==> src/rtl/pu_slave_spi_bank_if.sv <==
// pu_slave_spi_bank_if: NITTA-side and SPI-side signal bundle for pu_slave_spi_bank.
//   slave modport  : the processing unit (DUT) view.
//   master modport : the view of whoever drives NITTA control and the SPI master pins.
// Signals:
//   signal_cycle/signal_wr/data_in/attr_in/signal_oe : NITTA control and write data
//   data_out/attr_out/flag_start/flag_stop           : NITTA read data and status
//   mosi/sclk/cs (to slave), miso (from slave)       : SPI mode 0 pins, cs active low
interface pu_slave_spi_bank_if #(
  parameter int unsigned DATA_WIDTH = 32,
  parameter int unsigned ATTR_WIDTH = 4
);
  logic                  signal_cycle;
  logic                  signal_wr;
  logic [DATA_WIDTH-1:0] data_in;
  logic [ATTR_WIDTH-1:0] attr_in;
  logic                  signal_oe;
  logic [DATA_WIDTH-1:0] data_out;
  logic [ATTR_WIDTH-1:0] attr_out;
  logic                  flag_start;
  logic                  flag_stop;
  logic                  mosi;
  logic                  miso;
  logic                  sclk;
  logic                  cs;

  modport slave (
    input  signal_cycle, signal_wr, data_in, attr_in, signal_oe, mosi, sclk, cs,
    output data_out, attr_out, flag_start, flag_stop, miso
  );

  modport master (
    output signal_cycle, signal_wr, data_in, attr_in, signal_oe, mosi, sclk, cs,
    input  data_out, attr_out, flag_start, flag_stop, miso
  );
endinterface

==> src/rtl/pu_slave_spi_bank.sv <==
// pu_slave_spi_bank: SPI-slave processing unit with ping-pong buffering. Bank r_nb faces
// NITTA (writes via signal_wr, reads via signal_oe); bank !r_nb faces the SPI master
// (mode 0, MSB first). Banks swap on signal_cycle, deferred while a transaction runs.
// Ports:
//   clk  : system clock (must be >= 4x sclk)
//   rst  : asynchronous active-high reset
//   bus  : pu_slave_spi_bank_if.slave (NITTA control/data/status + SPI pins)
// attr_out: [0] invalid read, [1] spi overrun, [2] spi partial word, [3] write overflow.
module pu_slave_spi_bank #(
  parameter int unsigned DATA_WIDTH  = 32,
  parameter int unsigned ATTR_WIDTH  = 4,
  parameter int unsigned BUF_DEPTH   = 4,
  parameter int unsigned SYNC_STAGES = 2
) (
  input logic                clk,
  input logic                rst,
  pu_slave_spi_bank_if.slave bus
);
  localparam int unsigned CW = $clog2(BUF_DEPTH + 1);
  localparam int unsigned AW = (BUF_DEPTH > 1) ? $clog2(BUF_DEPTH) : 1;
  localparam int unsigned BW = $clog2(DATA_WIDTH);
  localparam logic [CW-1:0] DEPTH_C    = CW'(BUF_DEPTH);
  localparam logic [BW-1:0] LAST_BIT_C = BW'(DATA_WIDTH - 1);

  typedef enum logic [1:0] {StIdle, StLoad, StActive, StDone} state_e;
  state_e r_state, w_state_d;

  logic [SYNC_STAGES-1:0] r_sclk_sync, r_mosi_sync, r_cs_sync;
  logic                   r_sclk_prev;
  logic                   w_sclk, w_mosi, w_cs, w_sclk_rise, w_sclk_fall;

  logic [DATA_WIDTH-1:0] r_tx [2][BUF_DEPTH];
  logic [DATA_WIDTH-1:0] r_rx [2][BUF_DEPTH];
  logic [CW-1:0]         r_tx_count [2];
  logic [CW-1:0]         r_rx_count [2];

  logic                  r_nb, w_sb;
  logic [CW-1:0]         r_wr_ptr, r_oe_ptr, r_spi_ptr;
  logic [BW-1:0]         r_bit_cnt;
  logic [DATA_WIDTH-1:0] r_tx_shift, r_rx_shift;
  logic                  r_word_done, r_swap_pending;
  logic                  r_spi_overrun, r_spi_partial, r_wr_overflow;
  logic                  r_lat_overrun, r_lat_partial;
  logic                  w_swap_do, w_wr_ok, w_spi_full, w_oe_valid, w_tx_next_ok;
  logic [CW:0]           w_spi_ptr_inc;
  logic [DATA_WIDTH-1:0] w_tx_next;
  logic                  w_unused_attr;

  assign w_unused_attr = ^bus.attr_in;

  // Input synchronisers; cs idles high so its chain resets to 1.
  always_ff @(posedge clk or posedge rst) begin
    if (rst) begin
      r_sclk_sync <= '0;
      r_mosi_sync <= '0;
      r_cs_sync   <= '1;
      r_sclk_prev <= 1'b0;
    end else begin
      r_sclk_sync <= {r_sclk_sync[SYNC_STAGES-2:0], bus.sclk};
      r_mosi_sync <= {r_mosi_sync[SYNC_STAGES-2:0], bus.mosi};
      r_cs_sync   <= {r_cs_sync[SYNC_STAGES-2:0], bus.cs};
      r_sclk_prev <= w_sclk;
    end
  end

  assign w_sclk      = r_sclk_sync[SYNC_STAGES-1];
  assign w_mosi      = r_mosi_sync[SYNC_STAGES-1];
  assign w_cs        = r_cs_sync[SYNC_STAGES-1];
  assign w_sclk_rise = w_sclk & ~r_sclk_prev;
  assign w_sclk_fall = ~w_sclk & r_sclk_prev;

  assign w_sb       = ~r_nb;
  assign w_swap_do  = (r_state == StIdle) && (bus.signal_cycle || r_swap_pending);
  assign w_wr_ok    = bus.signal_wr && (r_wr_ptr != DEPTH_C);
  assign w_spi_full = (r_spi_ptr == DEPTH_C);

  // Extra bit so the post-increment compare cannot wrap when BUF_DEPTH+1 is a power of 2.
  assign w_spi_ptr_inc = {1'b0, r_spi_ptr} + (CW+1)'(1);
  assign w_tx_next_ok  = w_spi_ptr_inc < {1'b0, r_tx_count[w_sb]};
  assign w_tx_next     = w_tx_next_ok ? r_tx[w_sb][w_spi_ptr_inc[AW-1:0]] : '0;

  // A swap wins over a simultaneous cs fall, so LOAD always sees the post-swap bank.
  always_comb begin
    w_state_d = r_state;
    case (r_state)
      StIdle:   if (!w_cs && !w_swap_do) w_state_d = StLoad;
      StLoad:   w_state_d = StActive;
      StActive: if (w_cs) w_state_d = StDone;
      StDone:   w_state_d = StIdle;
      default:  w_state_d = StIdle;
    endcase
  end

  always_ff @(posedge clk or posedge rst) begin
    if (rst) begin
      r_state        <= StIdle;
      r_nb           <= 1'b0;
      r_wr_ptr       <= '0;
      r_oe_ptr       <= '0;
      r_spi_ptr      <= '0;
      r_bit_cnt      <= '0;
      r_tx_shift     <= '0;
      r_rx_shift     <= '0;
      r_word_done    <= 1'b0;
      r_swap_pending <= 1'b0;
      r_spi_overrun  <= 1'b0;
      r_spi_partial  <= 1'b0;
      r_wr_overflow  <= 1'b0;
      r_lat_overrun  <= 1'b0;
      r_lat_partial  <= 1'b0;
      r_tx_count[0]  <= '0;
      r_tx_count[1]  <= '0;
      r_rx_count[0]  <= '0;
      r_rx_count[1]  <= '0;
    end else begin
      r_state     <= w_state_d;
      r_word_done <= 1'b0;

      if (r_state == StLoad) begin
        r_tx_shift <= (r_tx_count[w_sb] != '0) ? r_tx[w_sb][0] : '0;
        r_bit_cnt  <= '0;
        r_spi_ptr  <= '0;
      end

      if (r_state == StActive) begin
        if (w_sclk_rise) begin
          r_rx_shift <= {r_rx_shift[DATA_WIDTH-2:0], w_mosi};
          if (r_bit_cnt == LAST_BIT_C) begin
            r_bit_cnt   <= '0;
            r_word_done <= 1'b1;
          end else begin
            r_bit_cnt <= r_bit_cnt + BW'(1);
          end
        end
        // bit_cnt==0 on a fall means a fresh word was just loaded: keep its MSB on miso.
        if (w_sclk_fall && r_bit_cnt != '0) begin
          r_tx_shift <= {r_tx_shift[DATA_WIDTH-2:0], 1'b0};
        end
        if (w_cs && r_bit_cnt != '0) r_spi_partial <= 1'b1;
      end

      if (r_word_done) begin
        if (w_spi_full) r_spi_overrun <= 1'b1;
        else            r_spi_ptr     <= w_spi_ptr_inc[CW-1:0];
        r_tx_shift <= w_tx_next;
      end

      if (r_state == StDone) r_rx_count[w_sb] <= r_spi_ptr;

      if (bus.signal_cycle && r_state != StIdle) r_swap_pending <= 1'b1;

      if (w_wr_ok)                    r_wr_ptr      <= r_wr_ptr + CW'(1);
      else if (bus.signal_wr)         r_wr_overflow <= 1'b1;
      if (bus.signal_oe && r_oe_ptr != DEPTH_C) r_oe_ptr <= r_oe_ptr + CW'(1);

      // Swap last so it overrides the write/read pointer updates of the same cycle.
      if (w_swap_do) begin
        r_nb             <= ~r_nb;
        r_wr_ptr         <= '0;
        r_oe_ptr         <= '0;
        r_tx_count[r_nb] <= r_wr_ptr + CW'(w_wr_ok);
        r_tx_count[w_sb] <= '0;
        r_lat_overrun    <= r_spi_overrun;
        r_lat_partial    <= r_spi_partial;
        r_spi_overrun    <= 1'b0;
        r_spi_partial    <= 1'b0;
        r_wr_overflow    <= 1'b0;
        r_swap_pending   <= 1'b0;
      end
    end
  end

  // Buffer storage carries no reset; counts gate every read.
  always_ff @(posedge clk) begin
    if (w_wr_ok) r_tx[r_nb][r_wr_ptr[AW-1:0]] <= bus.data_in;
    if (r_word_done && !w_spi_full) r_rx[w_sb][r_spi_ptr[AW-1:0]] <= r_rx_shift;
  end

  assign w_oe_valid   = r_oe_ptr < r_rx_count[r_nb];
  assign bus.data_out = (bus.signal_oe && w_oe_valid) ? r_rx[r_nb][r_oe_ptr[AW-1:0]] : '0;

  always_comb begin
    bus.attr_out    = '0;
    bus.attr_out[0] = bus.signal_oe && !w_oe_valid;
    bus.attr_out[1] = r_lat_overrun;
    bus.attr_out[2] = r_lat_partial;
    bus.attr_out[3] = r_wr_overflow;
  end

  assign bus.miso       = (r_state == StActive) ? r_tx_shift[DATA_WIDTH-1] : 1'b0;
  assign bus.flag_start = (r_state == StActive);
  assign bus.flag_stop  = (r_state == StIdle) && !r_swap_pending;
endmodule

==> src/flat_wrapper.sv <==
// flat-port wrapper written by rule: the top's interface ports become plain ports
module pu_slave_spi_bank_flat 
#(
  parameter int unsigned DATA_WIDTH  = 32,
  parameter int unsigned ATTR_WIDTH  = 4,
  parameter int unsigned BUF_DEPTH   = 4,
  parameter int unsigned SYNC_STAGES = 2
)
  (clk, rst, bus_signal_cycle, bus_signal_wr, bus_data_in, bus_attr_in, bus_signal_oe, bus_mosi, bus_sclk, bus_cs, bus_data_out, bus_attr_out, bus_flag_start, bus_flag_stop, bus_miso);
  pu_slave_spi_bank_if #(.DATA_WIDTH(DATA_WIDTH), .ATTR_WIDTH(ATTR_WIDTH)) bus_i ();
  input logic clk;
  input logic rst;
  input wire logic [$bits(bus_i.signal_cycle)-1:0] bus_signal_cycle;
  input wire logic [$bits(bus_i.signal_wr)-1:0] bus_signal_wr;
  input wire logic [$bits(bus_i.data_in)-1:0] bus_data_in;
  input wire logic [$bits(bus_i.attr_in)-1:0] bus_attr_in;
  input wire logic [$bits(bus_i.signal_oe)-1:0] bus_signal_oe;
  input wire logic [$bits(bus_i.mosi)-1:0] bus_mosi;
  input wire logic [$bits(bus_i.sclk)-1:0] bus_sclk;
  input wire logic [$bits(bus_i.cs)-1:0] bus_cs;
  output wire logic [$bits(bus_i.data_out)-1:0] bus_data_out;
  output wire logic [$bits(bus_i.attr_out)-1:0] bus_attr_out;
  output wire logic [$bits(bus_i.flag_start)-1:0] bus_flag_start;
  output wire logic [$bits(bus_i.flag_stop)-1:0] bus_flag_stop;
  output wire logic [$bits(bus_i.miso)-1:0] bus_miso;
  assign bus_i.signal_cycle = bus_signal_cycle;
  assign bus_i.signal_wr = bus_signal_wr;
  assign bus_i.data_in = bus_data_in;
  assign bus_i.attr_in = bus_attr_in;
  assign bus_i.signal_oe = bus_signal_oe;
  assign bus_i.mosi = bus_mosi;
  assign bus_i.sclk = bus_sclk;
  assign bus_i.cs = bus_cs;
  assign bus_data_out = bus_i.data_out;
  assign bus_attr_out = bus_i.attr_out;
  assign bus_flag_start = bus_i.flag_start;
  assign bus_flag_stop = bus_i.flag_stop;
  assign bus_miso = bus_i.miso;
  pu_slave_spi_bank #(.DATA_WIDTH(DATA_WIDTH), .ATTR_WIDTH(ATTR_WIDTH), .BUF_DEPTH(BUF_DEPTH), .SYNC_STAGES(SYNC_STAGES)) u_core (.clk(clk), .rst(rst), .bus(bus_i));
endmodule
==> config.mk <==
export PLATFORM = sky130hd
export DESIGN_NAME = pu_slave_spi_bank_flat
export DESIGN_NICKNAME = d
export VERILOG_FILES = /design/src/rtl/pu_slave_spi_bank_if.sv /design/src/rtl/pu_slave_spi_bank.sv /design/src/flat_wrapper.sv
export SDC_FILE = /design/constraint.sdc
export NUM_CORES = 1
export LEC_CHECK = 0
export ABC_AREA = 1
export BUFFER_PORTS_ARGS = -buffer_cell sky130_fd_sc_hd__buf_4
export CORE_MARGIN = 4
export CORE_UTILIZATION = 35
export DETAILED_ROUTE_END_ITERATION = 8
export PLACE_DENSITY = 0.63
export REMOVE_ABC_BUFFERS = 1
export SETUP_SLACK_MARGIN = 0.3
export SLEW_MARGIN = 20
export SYNTH_ARGS = -nofsm -noshare
export SYNTH_HDL_FRONTEND = slang
export SYNTH_SLANG_ARGS = --single-unit
export TNS_END_PERCENT = 30
==> constraint.sdc <==
create_clock -name clk -period 3.75 [get_ports clk]
set_clock_uncertainty 0.05 [all_clocks]
set_input_delay 0.75 -clock clk [delete_from_list [all_inputs] [get_ports clk]]
set_output_delay 0.75 -clock clk [all_outputs]
set_load 0.01 [all_outputs]
Word-level counts from Yosys, hierarchy flattened
Memories as Yosys holds them, arrays and structs flattened. Index checks and enable logic that the tools add are counted. W data, S select, Z words.

Input port bits: 44. Register bits: 107. Memories kept: 2. Output and inout bits: 39. Memory bits (writable): 512.

$lt $le $gt $ge: 12. Bitwise gates (word level): 13. Reduce and logical (&&, ||, !) cells: 38. Equality and inequality tests: 10. Add/subtract/negate cells: 5. Multiplexer cells: 62.

Memory list: u_core.r_rx (depth 2, bits a word 128, read ports 1, clocked after Yosys merged registers in 0, write ports 1, RTL line pu_slave_spi_bank.sv:33) `logic [DATA_WIDTH-1:0] r_rx [2][BUF_DEPTH];`; u_core.r_tx (depth 2, bits a word 128, read ports 1, clocked after Yosys merged registers in 0, write ports 1, RTL line pu_slave_spi_bank.sv:32) `logic [DATA_WIDTH-1:0] r_tx [2][BUF_DEPTH];`.

Operators with widths (number): $mux W32 (13); $mux W128 (2); $bmux W32 S2 (2); $demux W32 S2 (2); $mux W3 (15); $mux W5 (4); $reduce_bool A2 Y1 (9); $mux W1 (17); $logic_and A1 B1 Y1 (15); $bwmux W6 (2); $ge A3 B3 Y1 const B (4); $not A2 Y3 (4); $reduce_and A2 Y1 (5); $pmux W2 S4 (1); $add A3 B1 Y3 const B (2); $and A6 B6 Y6 (1); $demux W3 S1 (2); $lt A3 B1 Y1 const B (2); $ne A2 B1 Y1 const B (3); $ne A3 B3 Y1 const B (2); $not A6 Y6 (1); $add A5 B1 Y5 const B (1); $eq A5 B5 Y1 const B (1); $logic_not A1 Y1 (5); 17 further kinds (25).

Depth between registers and ports, before layout
Word-level depth: 11. Mapped depth: 12. Mapped depth without buffers: 9.

Least setup slack after synthesis
No wires, ideal clock.

Path type: register to register. Start point: register u_core.r_spi_ptr[0]. End point: memory u_core.r_rx[0][0] in the netlist's numbering (enable). Clock period less this slack: 4134 ps. Slack: -384 ps. Required time: 3239 ps. Stages on the path, launching flop included: 10. Arrival: 3623 ps. Path buffers: 4. Setup time: 461 ps. Path through: dfrtp_1 > buf_2 > inv_1 > buf_2 > buf_2 > ha_1 > nand2_1 > nand2_1 > clkbuf_1 > nor3_1.

Word-level cells in the longest chain between the ends: 6. Elaborated cells between the ends (all ways): 11. Classes of those cells: order compare: 2; eq/ne: 1; mux: 4; bitwise: 1; reduce/logical: 3.

Ends and longest elaborated chain: start, declared (RTL line pu_slave_spi_bank.sv:38) `logic [CW-1:0] r_wr_ptr, r_oe_ptr, r_spi_ptr;`; start signal, assigned (RTL line pu_slave_spi_bank.sv:144) `else r_spi_ptr <= w_spi_ptr_inc[CW-1:0];`; $not A2 Y3 (not written as such) (RTL line pu_slave_spi_bank.sv:176) `if (r_word_done && !w_spi_full) r_rx[w_sb][r_spi_ptr[AW-1:0]] <= r_rx_shift;`; $ge A3 B3 Y1 (not written as such) or $lt A3 B1 Y1 (tied branches) (RTL line pu_slave_spi_bank.sv:176); $logic_and A1 B1 Y1 (not written as such) (RTL line pu_slave_spi_bank.sv:176); $mux W32 (not written as such) (RTL line pu_slave_spi_bank.sv:176); $demux W32 S2 (RTL line pu_slave_spi_bank.sv:176); $mux W128 (not written as such) (*) (RTL line pu_slave_spi_bank.sv:176); end, declared (RTL line pu_slave_spi_bank.sv:33).

Mark *: on every way between the ends. The rest lies on a longest branch, timed or not.

Final worst setup path
Start point: register u_core.r_nb. End point: output bus_data_out[7].

Word-level cells in the longest chain between the ends: 7. Elaborated cells between the ends (all ways): 11. Classes of those cells: order compare: 1; mux: 7; bitwise: 1; reduce/logical: 1; memory: 1.

Ends and longest elaborated chain: start, declared (RTL line pu_slave_spi_bank.sv:37) `logic r_nb, w_sb;`; start signal, assigned (RTL line pu_slave_spi_bank.sv:158) `r_nb <= ~r_nb;`; $not A1 Y2 (not written as such) (RTL line pu_slave_spi_bank.sv:179) `assign w_oe_valid = r_oe_ptr < r_rx_count[r_nb];`; $mux W3 (not written as such) (3 in a row) (RTL line pu_slave_spi_bank.sv:179); $lt A3 B3 Y1 (RTL line pu_slave_spi_bank.sv:179); $logic_and A1 B1 Y1 (RTL line pu_slave_spi_bank.sv:180) `assign bus.data_out = (bus.signal_oe && w_oe_valid) ? r_rx[r_nb][r_oe_ptr[AW-1:0]] : '0;`; $mux W32 (*) (RTL line pu_slave_spi_bank.sv:180); end, declared (RTL line flat_wrapper.sv:21) `output wire logic [$bits(bus_i.data_out)-1:0] bus_data_out;`.

Mark *: on every way between the ends. The rest lies on a longest branch, timed or not. The select of a mux whose other input is x is not followed.

==> results.md <==
* Initial antenna violation count at 3
* # fillers at 6864
* CORE AREA at 73300 µm²
* Part of the power in registers at between 40% and 50%
* Post-DP HPWL at around 32 mm
* Worst slew margin at 35.1%
* Fin. Hold Viols at 0
* Cell Pwr Density at 691 nW/µm²
* Starting density of the core at 35.5%
* NetSw at 0.00711 W
* Fmax at 0.294 GHz
* Largest net degree at the start of global routing at 140
* Yosys cell types at 34
* First-pass GRT wire length at about 97 mm
* Post-Place Worst Slack at 631 ps
* Switching Share at 34.6%
* Area grow syn2layout at 14.3%
* Min-Delay Path Class: input pin to register
* GRT Util Overall at 15.7%
* Combinational power share at 29.0%
* Routed length on met1 at approximately 26 mm
* Die X at 281 µm
* Ratio of cells with drive above 1 in the final layout at a little over a tenth
* Synth warn at 0
* Worst-margin pin slew at 974 ps
* Uppermost routed layer: met5
* Avg WL per Cell at approximately 18 µm
* I/O pins at 83
* Dpl cells at 3340
* Crit path max fanout at 32
* Main flop type after synthesis: edfxtp_1
* Die Ht at 281 µm
* Clock slew at reported path FFs at 60 ps
* WL met2 at 31.1 mm
* Crit path arrival time at between 2000 and 3000 ps
* Seq cells post-synth at around 620
* Post-synth top cells: nand2_1 (661), edfxtp_1 (512), nand3_1 (387)
* EDFF count, synth at 512
* Startpoint types: register
* Fin nets at 2515
* Clk sinks at about 620
* Most common cell in the synthesized netlist: nand2_1
* Post-synth top area share at 59.0%
* Fin worst setup slack at 344 ps
* P_int at 0.0134 W
* Vias in the first global route at 17400
* Drt first pass iters at 5
* Cells after Synth at 2404
* WL final at approximately 63 mm
* Worst VDD drop at 637 µV
* Final setup viols at 0
* Part of the cycle the worst path needs at 90.8%
* Sequential fraction of the synthesis area at 69.3%
* Crit end category: primary output
* Max-cap violations at 0
* Outcome: completed
* CTS root buffer: clkbuf_16
* Clock share of power at 29.7%
* DRT iter0 DRCs at between 1000 and 1500
* Via/cell ratio at just over 5
* # hold bufs at CTS at 0
* Sum Neg Setup Slack at 0 ps
* Count of input and output buffers at slightly below 80
* Leakage Power at between 10 and 15 nW
* Finished Layout Cells at 3458
* Final min period at about 3400 ps
* Synth Area per Inst at 10.8 µm²
* FFs w/ async S/R, synth at 17.3%
* Area leader, netlist: edfxtp_1
* CTS H-tree depth at 2
* RSZ-0062 raised after global routing: true
* WL met3 at 3.64 mm
* R2R Setup Slk at ~770 ps
* Longest Clk Path Bufs at 3
* Final antenna-violating net count at 0
* Total CTS buffers at 60
* Largest cells by area after synthesis: edfxtp_1 (59%), dfrtp_1 (10%), nand2_1 (9.5%)
* CTS tree: done
* WP data required at 2950 ps
* # rows at 99
* Mapped Area at 26100 µm²
* GRT Residual Overflow at 0
* Vias at 17400
* Final GP Congestion at 0.748
* Crit path kind: register to primary output
* Max-slew violation count at 0
* Die outline area at 78900 µm²
* Clk Latency, worst-skew pair at 620 ps
* Post-route DRC violation count at 0
[routing by layer]
layer | track usage [%] | up-vias
li1 | - | 8306
met1 | 19.7 | 8501
met2 | 28.1 | 510
met3 | 2.58 | 105
met4 | 4.43 | 4
met5 | 0 | -
[through the flow]
| stage | util, % | instance area (µm²) | power (W) | hold WS [ps] |
|---|---|---|---|---|
| global placement | 37.6 | 27600 | 0.0142 | 287 |
| finish | 40.6 | 29800 | 0.0206 | 191 |
| CTS | 40.5 | 29700 | 0.0206 | 156 |
| floorplan | - | 25300 | 0.0123 | 281 |
| detailed placement | 37.6 | 27600 | 0.0144 | 294 |
| global route | 40.6 | 29800 | 0.0217 | 160 |
[path summary, 6_finish.rpt]
kind                                             from                     to  cells past startpoint
worst max-delay path                      u_core.r_nb        bus_data_out[7]                      7
min in group asynchronous                         rst  u_core.r_rx_shift[18]                      2
max in group asynchronous                         rst  u_core.r_tx_shift[27]                      3
worst min-delay path                         bus_sclk  u_core.r_sclk_sync[0]                      1
worst min register to register  u_core.r_mosi_sync[0]  u_core.r_mosi_sync[1]                      0
worst max register to register            u_core.r_nb     u_core.r_tx[0][10]                      5
[power by group through the flow]
| stage | clock network, W | logic, W | registers, W |
|---|---|---|---|
| 2_1_floorplan | 0 | 0.00346 | 0.00889 |
| 3_3_place_gp | 0 | 0.00563 | 0.00861 |
| 3_5_place_dp | 0 | 0.00575 | 0.00865 |
| 4_1_cts | 0.00622 | 0.00591 | 0.00850 |
| 5_1_grt | 0.00649 | 0.00669 | 0.00855 |
| 6_report | 0.00610 | 0.00596 | 0.00850 |
[cells in the final DEF (no fill, tap or decap), drive strengths merged]
master      n
inv       130
dfrtp     105
o21ai     121
a31o        1
nor2      178
nand3b      1
a211oi      1
o31ai       3
clkinv     26
mux2i       2
a21oi     101
dfstp       2
o21bai      1
diode       1
buf       126
bufbuf      1
ha         24
nand4       1
nand3     387
bufinv      7
nor3       14
edfxtp    512
clkinvlp    4
o211ai      1
xnor2       1
a21boi      2
xor2        2
o22ai       5
clkbuf     77
o2bb2ai     1
nand2     661
[worst max-delay path, cell delays in order (launching register included)]
cell     delay [ps]
dfrtp_4         540
mux2i_2         170
ha_1            290
a21oi_1         190
nand3_1         150
buf_12          230
a21oi_2         220
buf_4           160
[cell families after synthesis]
kind of cell | after synthesis | share of synthesized area, %
multiplexers | 2 | 0.0768
AND/OR/NAND/NOR | 1242 | 19.9
AO/OA/AOI/OAI | 237 | 4.70
XOR/XNOR | 3 | 0.101
adder cells (fa/ha/maj) | 24 | 1.15
flip-flops | 619 | 69.3
buffers and inverters | 277 | 4.83
[sequential cells by signal, summed over array words and instances, names as in the netlist, 2 cells and up]
signal	flops
u_core.r_rx	256
u_core.r_tx	256
u_core.r_rx_shift	32
u_core.r_tx_shift	32
u_core.r_rx_count	6
u_core.r_tx_count	6
u_core.r_bit_cnt	5
u_core.r_oe_ptr	3
u_core.r_spi_ptr	3
u_core.r_wr_ptr	3
u_core.r_cs_sync	2
u_core.r_mosi_sync	2
u_core.r_sclk_sync	2
u_core.r_state	2
[final cells by class]
cell class                 instances  area, µm²  share of cell area (%)
sequential                       619      18100                    60.7
multi-input combinational       1508       6930                    23.3
clock inverter                    36        375                    1.26
timing repair buffer             127       1080                    3.63
inverter                         131        508                    1.71
tap                              959       1200                    4.03
clock buffer                      77       1620                    5.43
antenna                            1       2.50                 0.00841
[repair_timing]
action / 4_1_cts / 5_1_grt
gates resized for setup: 12 / 17
gates cloned: 1 / 0
setup endpoints to repair: 32 / 32
hold endpoints to repair: 0 / 0
buffers inserted: 2 / 1
Note: power is estimated with default switching activity, not from simulation.
